**config.mk**
```make
export PLATFORM = sky130hd
export DESIGN_NAME = pe_feeder
export DESIGN_NICKNAME = d
export VERILOG_FILES = /design/src/rtl/pe_feeder.sv
export SDC_FILE = /design/constraint.sdc
export NUM_CORES = 1
export LEC_CHECK = 0
export ABC_AREA = 1
export BUFFER_PORTS_ARGS = -buffer_cell sky130_fd_sc_hd__buf_2
export CAP_MARGIN = 20
export CORE_MARGIN = 2
export CORE_UTILIZATION = 58
export CTS_BUF_LIST = sky130_fd_sc_hd__clkbuf_4 sky130_fd_sc_hd__clkbuf_8 sky130_fd_sc_hd__clkbuf_16
export DETAILED_ROUTE_END_ITERATION = 10
export PLACE_DENSITY = 0.86
export SETUP_SLACK_MARGIN = 0.4
export SYNTH_ARGS = -nofsm -noshare
export SYNTH_HDL_FRONTEND = slang
export SYNTH_SLANG_ARGS = --single-unit
```
**constraint.sdc**
```tcl
create_clock -name clk -period 6.09 [get_ports clk]
set_input_delay 0.609 -clock clk [delete_from_list [all_inputs] [get_ports clk]]
set_output_delay 0.609 -clock clk [all_outputs]
set_load 0.01 [all_outputs]
```
**src/rtl/pe_feeder.sv**
```systemverilog
// pe_feeder: buffers operands for one PE, streams them, collects psums.
// Optional PE_FEEDER_TIMEOUT_EN adds a watchdog on the wait states.
module pe_feeder #(
  parameter  int D_WIDTH        = 32,
  parameter  int IACT_SIZE      = 5,
  parameter  int KERNEL_SIZE    = 3,
  parameter  int TIMEOUT_CYCLES = 256,
  localparam int OUT_N = IACT_SIZE - KERNEL_SIZE + 1,
  localparam int AW    = $clog2(IACT_SIZE),
  localparam int RW    = (OUT_N > 1) ? $clog2(OUT_N) : 1
) (
  input  logic               clk,
  input  logic               rst_n,
  input  logic               wr_en,
  input  logic               wr_sel,
  input  logic [AW-1:0]      wr_addr,
  input  logic [D_WIDTH-1:0] wr_data,
  input  logic               go,
  output logic               busy,
  output logic               run_done,
  output logic               err,
  input  logic [RW-1:0]      rd_addr,
  output logic [D_WIDTH-1:0] rd_data,
  output logic               pe_start,
  output logic [D_WIDTH-1:0] pe_iact,
  output logic [D_WIDTH-1:0] pe_weight,
  input  logic               pe_load_iact,
  input  logic               pe_load_weight,
  input  logic               pe_done,
  input  logic [D_WIDTH-1:0] pe_out
);

  typedef enum logic [2:0] {
    IDLE, START, SEND_IACT, WAIT_IACT,
    SEND_W, WAIT_W, COLLECT, FINISH
  } state_t;

  localparam logic [AW:0]   ISZ   = (AW+1)'(IACT_SIZE);
  localparam logic [AW:0]   KSZ   = (AW+1)'(KERNEL_SIZE);
  localparam logic [AW-1:0] ILAST = AW'(IACT_SIZE - 1);
  localparam logic [AW-1:0] WLAST = AW'(KERNEL_SIZE - 1);
  localparam logic [RW-1:0] OLAST = RW'(OUT_N - 1);

  state_t state, state_n, state_pre;

  logic [D_WIDTH-1:0] ibuf [IACT_SIZE];
  logic [D_WIDTH-1:0] wbuf [IACT_SIZE];
  logic [D_WIDTH-1:0] res  [OUT_N];

  logic [AW-1:0] cnt;
  logic [RW-1:0] ocnt;
  logic          iact_ack;
  logic          to_hit;
  logic          accept;
  logic          take;

  assign accept   = (state == IDLE) && go;
  assign take     = (state == COLLECT) && pe_done;
  assign busy     = (state != IDLE) && (state != FINISH);
  assign run_done = (state == FINISH);
  assign pe_start = (state == START);
  assign rd_data  = res[rd_addr];

  always_comb begin
    state_pre = state;
    unique case (state)
      IDLE:      if (go) state_pre = START;
      START:     state_pre = SEND_IACT;
      SEND_IACT: if (cnt == ILAST) state_pre = WAIT_IACT;
      WAIT_IACT: if (pe_load_iact || iact_ack) state_pre = SEND_W;
      SEND_W:    if (cnt == WLAST) state_pre = WAIT_W;
      WAIT_W:    if (pe_load_weight) state_pre = COLLECT;
      COLLECT:   if (take && ocnt == OLAST) state_pre = FINISH;
      FINISH:    state_pre = IDLE;
      default:   state_pre = IDLE;
    endcase
    state_n = to_hit ? FINISH : state_pre;
  end

`ifdef PE_FEEDER_TIMEOUT_EN
  localparam int TW = $clog2(TIMEOUT_CYCLES + 1);
  localparam logic [TW-1:0] TLAST = TW'(TIMEOUT_CYCLES - 1);

  logic [TW-1:0] wdog;
  logic          in_wait;
  logic          err_q;

  assign in_wait = (state == WAIT_IACT) || (state == WAIT_W) ||
                   (state == COLLECT);
  // Timeout only when the run would otherwise stall this cycle
  assign to_hit  = in_wait && (wdog == TLAST) && !take &&
                   (state_pre == state);
  assign err     = err_q;

  always_ff @(posedge clk or negedge rst_n) begin
    if (!rst_n) begin
      wdog  <= '0;
      err_q <= 1'b0;
    end else begin
      if (!in_wait || state_n != state || take) wdog <= '0;
      else wdog <= wdog + 1'b1;
      if (accept) err_q <= 1'b0;
      else if (to_hit) err_q <= 1'b1;
    end
  end
`else
  assign to_hit = 1'b0;
  assign err    = 1'b0;
`endif

  always_ff @(posedge clk or negedge rst_n) begin
    if (!rst_n) begin
      state     <= IDLE;
      cnt       <= '0;
      ocnt      <= '0;
      iact_ack  <= 1'b0;
      pe_iact   <= '0;
      pe_weight <= '0;
    end else begin
      state <= state_n;
      if (state_n != state) cnt <= '0;
      else if (state == SEND_IACT || state == SEND_W) cnt <= cnt + 1'b1;
      if (state == START) ocnt <= '0;
      else if (take) ocnt <= ocnt + 1'b1;
      if (state == START) iact_ack <= 1'b0;
      else if (state == SEND_IACT && cnt == ILAST && pe_load_iact)
        iact_ack <= 1'b1;
      if (state == START) pe_iact <= ibuf[0];
      else if (state == SEND_IACT && cnt != ILAST)
        pe_iact <= ibuf[cnt + 1'b1];
      else if (state == FINISH) pe_iact <= '0;
      if (state == WAIT_IACT && state_n == SEND_W) pe_weight <= wbuf[0];
      else if (state == SEND_W && cnt != WLAST)
        pe_weight <= wbuf[cnt + 1'b1];
      else if (state == FINISH) pe_weight <= '0;
    end
  end

  // Buffers deliberately survive reset
  always_ff @(posedge clk) begin
    if (wr_en && state == IDLE) begin
      if (!wr_sel && {1'b0, wr_addr} < ISZ) ibuf[wr_addr] <= wr_data;
      if (wr_sel && {1'b0, wr_addr} < KSZ) wbuf[wr_addr] <= wr_data;
    end
    if (take) res[ocnt] <= pe_out;
  end

endmodule

```
# Word-level counts from Yosys, hierarchy flattened
# Memory sizes are Yosys's and may differ from the RTL's.
# Cells that the tools add are included.
# W data, S select, Z words.
# totals
regBits,73
ramBits,416
input_bits,77
out_inout_bits,100
word_cells,75
mem_count,3
# classes
n_addsub,2
order_cmp,2
n_eq_ne,15
n_mux,26
n_reduce_logical,21
# memory_table
name,depth,word_bits,read_ports,rd_ports_with_merged_regs,write_ports,line,text
ibuf,5,32,2,0,1,46,logic [D_WIDTH-1:0] ibuf [IACT_SIZE];
wbuf,5,32,2,0,1,47,logic [D_WIDTH-1:0] wbuf [IACT_SIZE];
res,3,32,1,0,1,48,logic [D_WIDTH-1:0] res [OUT_N];
# ops
cell,count
$mux W32,5
$mux W3,8
$pmux W3 S8,1
$eq A3 B3 Y1 const B,6
$logic_and A1 B1 Y1,11
$mux W1,10
$eq A3 B2 Y1 const B,3
$reduce_bool A3 Y1,3
$ne A3 B3 Y1 const B,2
$reduce_bool A2 Y1,3
$mux W2,2
$add A3 B1 Y3 const B,1
$eq A3 B1 Y1 const B,1
$logic_not A3 Y1,1
$lt A3 B2 Y1 const B,1
$lt A3 B3 Y1 const B,1
$ne A3 B2 Y1 const B,1
$ne A3 B3 Y1,1
$add A2 B1 Y2 const B,1
$eq A2 B2 Y1 const B,1
$logic_or A1 B1 Y1,2
$logic_not A1 Y1,1

# Longest topological paths before layout
# Gate-level depths: netlist of the first run.
# logic_depth
depth_word,8
depth_mapped,14
ltp_nobuf,11

# Worst setup path after synthesis of the first run
# Ideal clock, no wire load.
# synth_timing
path_kind,input port to flip-flop
start,input wr_addr[2]
end,"memory ibuf[4][0], enable pin"
setup_time_ns,0.505
arrival_time_ns,4.053
required_time_ns,5.585
path_slack_ns,1.532
cell_stages,5
path_buffers,0
cell_sequence,inv_1 -> nor2_1 -> nor2_1 -> nand2_1 -> nor4_1
# synth_via
elab_chain_cells,5
# synth_lines
element,line,text
start: declaration,16,"input logic [AW-1:0] wr_addr,"
$lt A3 B3 Y1,142,"if (!wr_sel && {1'b0, wr_addr} < ISZ) ibuf[wr_addr] <= wr_data;"
$logic_and A1 B1 Y1,142,
$mux W1,142,
$mux W1,141,if (wr_en && state == IDLE) begin
$mux W1 (implied by the code),142,
end: declaration,46,
# Parallel ways exist; a longest one is shown, timed or not.

# Worst setup path in the final report of the first run
# layout_timing
start,register cnt[0]
end,register pe_iact[14]
# layout_via
elab_chain_cells,4
word_cells_on_any_way,7
cone_classes,1 x add/sub; 1 x eq/ne; 2 x mux; 2 x reduce/logical; 1 x memory
# layout_lines
element,line,text
start: declaration,50,logic [AW-1:0] cnt;
start signal: assignment,122,else if (state == SEND_IACT || state == SEND_W) cnt <= cnt + 1'b1;
$add A3 B1 Y3 / $ne A3 B3 Y1 (equally long branches),"130, 129",
$mem_v2 Z5 W32 / $logic_and A1 B1 Y1 (equally long branches),--,
$mux W32,129,else if (state == SEND_IACT && cnt != ILAST)
$mux W32,128,if (state == START) pe_iact <= ibuf[0];
end signal: assignment,128,
end signal: assignment,130,pe_iact <= ibuf[cnt + 1'b1];
end: declaration,25,"output logic [D_WIDTH-1:0] pe_iact,"
# Parallel ways exist; a longest one is shown, timed or not.
# A chain may end at the register's enable or synchronous reset.

==> results of run 1 <==
[worst max-delay path, stage by stage, from the launching register on]
cell and delay (ns):
dfrtp_4 0.50, inv_4 0.37, ha_4 0.84, inv_1 0.57, buf_8 0.31, o21ai_0 0.10
o22ai_1 0.10, o21ai_0 0.23, nand3_1 0.11
[power groups by stage]
| stage | combinational [W] | clock, W | sequential, W |
|---|---|---|---|
| after floorplan | 0.00186 | 0 | 0.00426 |
| after global placement | 0.00261 | 0 | 0.00424 |
| after detailed placement | 0.00277 | 0 | 0.00426 |
| after CTS | 0.00282 | 0.00308 | 0.00420 |
| after global routing | 0.00320 | 0.00324 | 0.00423 |
| final | 0.00289 | 0.00306 | 0.00420 |
[state kept, by name (all words and copies together) (netlist names)]
signal and flops:
pe_iact 32, ibuf 160, iact_ack 1, pe_weight 32, state 3, res 96, ocnt 2, wbuf 160
cnt 3
[cells in the mapped netlist, drive strengths merged, types with 3 or more instances]
cell type,count
ha,6
edfxtp,416
nand3,70
clkbuf,51
o21ai,228
xor2,3
a21oi,128
nand4,5
o22ai,32
nand2,174
nor2,223
inv,87
dfrtp,73
buf,41
[cells by family (layout without fill, tap and decap cells)]
kind of cell	Yosys count	count (layout)	synth area share (%)
flops	489	489	74.5
fa+ha+maj	6	6	0.390
other cells	1	70	0.0195
xor+xnor	3	3	0.137
simple gates	480	480	10.3
buf+inv	179	378	4.05
compound gates	392	392	10.6
[layer usage]
metal | GRT usage, % | routed length, µm | vias to the layer above
met5 | 0 | 38 | -
met4 | 11.8 | 1480 | 6
met3 | 4.97 | 4850 | 131
met2 | 44.9 | 23000 | 852
met1 | 33.0 | 16500 | 6284
li1 | - | - | 5870
[what timing repair did]
item / CTS / global route
hold buffers: 1 / 0
endpoints found under the hold margin: 19 / 0
gates resized for setup: 0 / 0
[final cells by class]
cell class	count	area, µm²
sequential	489	14300
fill	2088	10000
multi-input combinational	946	4470
clock buffer	65	1360
timing repair buffer	201	1220
tap	442	553
inverter	87	329
clock inverter	25	315
antenna	5	12.5
[stage by stage]
| stage | area, µm² | total power (W) |
|---|---|---|
| floorplan | 19500 | 0.00612 |
| global placement | 20700 | 0.00686 |
| detailed placement | 20700 | 0.00702 |
| CTS | 22400 | 0.0101 |
| global route | 22600 | 0.0107 |
| finish | 22600 | 0.0101 |
[worst max path at each step]
stage / to / slack (ns)
5_1_grt: pe_iact[12] / 2.52
3_3_place_gp: pe_iact[14] / 2.81
6_report: pe_iact[14] / 2.81
2_1_floorplan: ibuf[4][0] / 1.53
3_5_place_dp: pe_iact[14] / 2.65
4_1_cts: pe_iact[12] / 2.64
==> flow_summary.ini, run 1 <==
[detailed_routing]
ant_nets = 0
drtPass1Iterations = 6
drt_iter0_drc = 1590
remaining_drc_errors = 0
routed_via_density = 5.82
wirelength_mm = 45.9
routedWlPerCell_um = 20.3
routed-via-count = 13100

[power_and_ir_drop]
power.share.sequential_pct = 41.4
power_frac_clock_pct = 30.2
power_per_cell_area_nw_per_um2 = 449
total_leakage_power_nw = 8.69
ir_drop_v = 0.000345
p_switching_w = 0.00347
power.switching_fraction_pct = 34.1
cell_internal_pwr_w = 0.00668
comb_power_share_pct = 28.4

[yosys]
yosys_warnings = 0
syn_inst = 1550
synth_enable_flop_cells = 416
synthDominantCellAreaShare_pct = 65.0
ys_types = 39
synth_area_um2 = 19200
synth_top_area_cell = edfxtp_1
ys_async_rst_share_pct = 14.9
seq_area_frac_synth_pct = 74.5
synth.top_cells.by_area = edfxtp_1 (65%), dfrtp_1 (9.5%), o21ai_0 (4.8%), nor2_1 (4.3%), nand2_1 (3.4%)
postSynthAreaPerCell_um2 = 12.4
postSynthRegisterBits = 489
synthFlopType = edfxtp_1

[global_route]
first_global_vias = 13000
grt.overflow.total = 0
grt_max_degree = 129
wire_length_of_the_first_global_routing_pass_mm = 69.2
number_of_antenna_violations_at_the_first_check_in_global_routing = 6
track_usage_pct = 26.4

[worst_setup_path]
critPathMaxFanout = 98
critPathCaptureType = flop
setup.reg_to_reg.worst_slack_ns = 2.81
critPathArrivalTime_ns = 3.73
reg2reg_depth = 8
timing.rr.end = pe_iact[14]
start_kind = flop
required_ns = 6.54
crit_start = cnt[0]
critical_path.reg2reg.startpoint = cnt[0]
criticalPathCategory = flop to flop

[floorplan]
floorplan.die_area_um2 = 34600
fp.dieW_um = 186
initial_utilization_pct = 58.9
placement_rows = 66
ios = 177
die_y_um = 186
design.core.area_um2 = 32600

[hold_path]
timing.hold.worst_path_depth = 1
worst_hold_path.endpoint = res[1][17]
hold_path_startpoint = pe_out[17]
hp_class = input pin to flop

[timing]
finalCritPeriodShare_pct = 53.9
timing.final.max_slew_violations = 0
slew_worst_pin_ns = 1.16
timing_hold_violations_final = 0
totalNegativeSetupSlack_ns = 0
clock.fmax_ghz = 0.304
worst_hold_slack_ns = 0.251
finalSetupViolations = 0
setup_slack_ns = 2.81
grt_setup_unrepaired = no
timing.max_slew.rel_slack_pct = 22.4
min_tclk_post_route_ns = 3.28
fin_skew_ns = 0.0366

[clock_tree]
cts_buffer_depth = 3
clock-root-buffer = clkbuf_16
cts_htree_levels = 2
tritoncts_num_sinks = 489
cts_buffers = 48
path_clk_slew_ns = 0.07
clk_latency_ns = 0.59
clock_tree_from_tritoncts = yes
post-cts-setup-buffer-count = 0

[place]
globalplace.congestion = 0.785
dpl_worst_slack_ns = 2.65
placed_cells_incl_taps = 2156
quantity_of_i_o_buffers_inserted_on_ports = 175
detailedPlacementHpwl_mm = 25.2

[cells_and_area]
area_growth_syn_to_layout_pct = 17.5
layoutNonFillerInstCount = 2260
nets_finish = 1856
final_cell_mix = edfxtp_1 (416), nor2_1 (211), o21ai_0 (184)
post-route-util_pct = 69.2
drive_above_1_share_pct = 17.6
layout_commonest_cell = edfxtp_1

[status]
outcome = completed

[run]
maxCapViolations = 0
Power figures use the tool's default switching activity.
==> inputs of run 2 (changes only) <==
--- a/config.mk
+++ b/config.mk
@@ -5,7 +5,7 @@
 export SDC_FILE = /design/constraint.sdc
 export NUM_CORES = 1
 export LEC_CHECK = 0
-export ABC_AREA = 1
+export ABC_AREA = 0
 export BUFFER_PORTS_ARGS = -buffer_cell sky130_fd_sc_hd__buf_2
 export CAP_MARGIN = 20
 export CORE_MARGIN = 2
==> constraint.sdc (replaced) <==
create_clock -name clk -period 3.2 [get_ports clk]
set_input_delay 0.32 -clock clk [delete_from_list [all_inputs] [get_ports clk]]
set_output_delay 0.32 -clock clk [all_outputs]
set_load 0.01 [all_outputs]
==> flow_summary.ini, run 2 <==
[clock_tree]
post_cts_resized = 0
tritoncts_num_sinks = 489
cts_htree_levels = 2
cts_buffer_depth = 3
clk_latency_ns = 0.57
clock_tree_from_tritoncts = yes
cts_buffers = 47
clock-root-buffer = clkbuf_16
path_clk_slew_ns = 0.06

[floorplan]
initial_utilization_pct = 59.0
design.core.area_um2 = 31600
fp.dieW_um = 183
ios = 177
die_y_um = 183
floorplan.die_area_um2 = 33700
placement_rows = 65

[hold_path]
hp_class = input pin to flop
hold_path_startpoint = wr_data[26]

[yosys]
synth_area_um2 = 18700
synthFlopType = edfxtp_1
synth.top_cells.by_area = edfxtp_1 (67%), dfrtp_1 (9.8%), mux4_2 (7.7%), nand2_1 (3.4%), a221o_1 (3.4%)
synthXorXnorAreaFrac_pct = 0.275
yosys.area_share.adder_pct = 0.402
synthSimpleGateAreaFrac_pct = 4.94
largest_family_of_logic_cells_by_synthesized_area = multiplexers
postSynthAreaPerCell_um2 = 17.6
synth_commonest_cells = edfxtp_1 (416), nand2_1 (171), dfrtp_1 (73)
seq_area_frac_synth_pct = 76.7
syn_inst = 1059
synthDominantCellAreaShare_pct = 66.9
postSynthRegisterBits = 489
ys_async_rst_share_pct = 14.9
area_fraction_in_compound_gates_after_synthesis_pct = 6.50
yosysMostFrequentCell = edfxtp_1
synth_enable_flop_cells = 416
yosys_warnings = 0
synth_top_area_cell = edfxtp_1
synth.area.mux_share_pct = 9.48
ys_types = 43

[worst_setup_path]
cell_at_the_slowest_stage_of_the_critical_path = dfrtp_1
cp_cell_sequence = nor2_1 > and3_1 > nor2b_1 > nand2b_1 > nor3_4 > buf_4 > buf_12
critPathArrivalTime_ns = 2.98
critical_path.reg2reg.startpoint = state[0]
critPathBufInv = 2
critPathCaptureType = flop
critPathMaxFanout = 27
start_kind = flop
crit_start = state[0]
cpPeakStageDelay_ns = 0.58
required_ns = 3.44
category_of_cells_accounting_for_the_largest_share_of_critical_path_delay = simple AND/OR/NAND/NOR gates
criticalPathCategory = flop to flop

[global_route]
grt_use_met1_pct = 32.4
grt.overflow.total = 0
first_global_vias = 11600
grt_util_met2_pct = 44.5
number_of_antenna_violations_at_the_first_check_in_global_routing = 2
grt_max_degree = 65
gr-max-usage-layer = met2
track_usage_pct = 25.9
gr-usage-met3_pct = 5.35
wire_length_of_the_first_global_routing_pass_mm = 65.5

[place]
dpl_worst_slack_ns = 0.537
detailedPlacementHpwl_mm = 24.5
globalplace.congestion = 0.773
quantity_of_i_o_buffers_inserted_on_ports = 175

[detailed_routing]
routed-via-count = 11000
ant_nets = 0
drtPass1Iterations = 7
drt_iter0_drc = 1133
remaining_drc_errors = 0
wirelength_mm = 43.7
routed_via_density = 6.13
routedWlPerCell_um = 24.3

[timing]
clock.fmax_ghz = 0.365
setup_slack_ns = 0.463
finalSetupViolations = 0
min_tclk_post_route_ns = 2.74
slew_worst_pin_ns = 1.02
totalNegativeSetupSlack_ns = 0
grt_setup_unrepaired = no
finalCritPeriodShare_pct = 85.5
timing.final.max_slew_violations = 0
fin_skew_ns = 0.0212
timing_hold_violations_final = 0
timing.max_slew.rel_slack_pct = 32.0

[cells_and_area]
drive_above_1_share_pct = 27.2
largest_registers = ibuf (160), wbuf (160), res (96)
nets_finish = 1439
area_growth_syn_to_layout_pct = 20.2
layout_commonest_cell = edfxtp_1
final_cell_mix = edfxtp_1 (416), buf_2 (174), nand2_1 (171)

[power_and_ir_drop]
ir_drop_v = 0.000633
power_per_cell_area_nw_per_um2 = 822
total_leakage_power_nw = 8.35

[run]
maxCapViolations = 0

[status]
outcome = completed
run 2: cell count changes in the layout (fill, tap and decap cells not counted), sizes merged, moves of 13 or more:
cell / previous run / this run
buf: 200 / 213
a221o: 0 / 64
inv: 90 / 6
o21ai: 228 / 34
dlygate4sd3: 1 / 33
mux4: 0 / 64
mux2i: 0 / 33
a21oi: 128 / 69
nand3: 70 / 1
o22ai: 32 / 0
nor2: 223 / 19
run 2: timing repair:
action                                 CTS  global route
endpoints found under the hold margin  158             0
hold buffers                            33             0
setup endpoints to repair                0            57
setup buffers                            0             7
run 2: final cells by class:
class / count / area [µm²]
Antenna cell: 2 / 5.00
Clock buffer: 61 / 1290
Clock inverter: 27 / 285
Fill cell: 1807 / 9190
Inverter: 5 / 18.8
Multi-Input combinational cell: 567 / 4410
Sequential cell: 489 / 14300
Tap cell: 402 / 503
Timing Repair Buffer: 246 / 1610
run 2: worst paths after layout:
check / endpoint / slack (ns) / cells past startpoint
max: ibuf[0][16] / 0.46 / 7
min: ibuf[2][26] / 0.05 / 1
max reg2reg: ibuf[0][16] / 0.46 / 7
min reg2reg: pe_iact[11] / 0.50 / 1
max in group asynchronous: cnt[0] / 1.96 / 2
min in group asynchronous: pe_weight[3] / 0.47 / 2
run 2: cell families (layout without fill, tap and decap cells):
| logic type | count (synthesis) | in the layout |
|---|---|---|
| flip-flops | 489 | 489 |
| AND/OR/NAND/NOR | 219 | 219 |
| AO/OA/AOI/OAI | 174 | 174 |
| multiplexers | 97 | 97 |
| buffers and inverters | 68 | 339 |
| adder cells (fa/ha/maj) | 6 | 6 |
| XOR/XNOR | 5 | 6 |
| other | 1 | 67 |
run 2: layer usage:
metal | part of all wire (%) | vias to the layer above
met5 | 0 | -
met4 | 3.8 | 0
met3 | 9.3 | 131
met2 | 51 | 669
met1 | 36 | 5544
li1 | - | 4680
run 2: metrics by stage:
step	cells	utilization, %	instance area, µm²	power (W)	hold slack (ns)
6_report	1799	71.0	22400	0.0184	0.0534
5_1_grt	1798	71.0	22400	0.0191	0.0617
4_1_cts	1788	70.6	22300	0.0184	0.0342
3_5_place_dp	1667	64.6	20400	0.0128	0.492
3_3_place_gp	1667	64.6	20400	0.0126	0.485
2_1_floorplan	1123	-	18900	0.0112	0.0244
run 2: power breakdown:
part           total, W  internal, W  switching (W)
Clock           0.00556      0.00321        0.00234
Combinational   0.00485      0.00211        0.00274
Sequential      0.00804      0.00756       0.000476
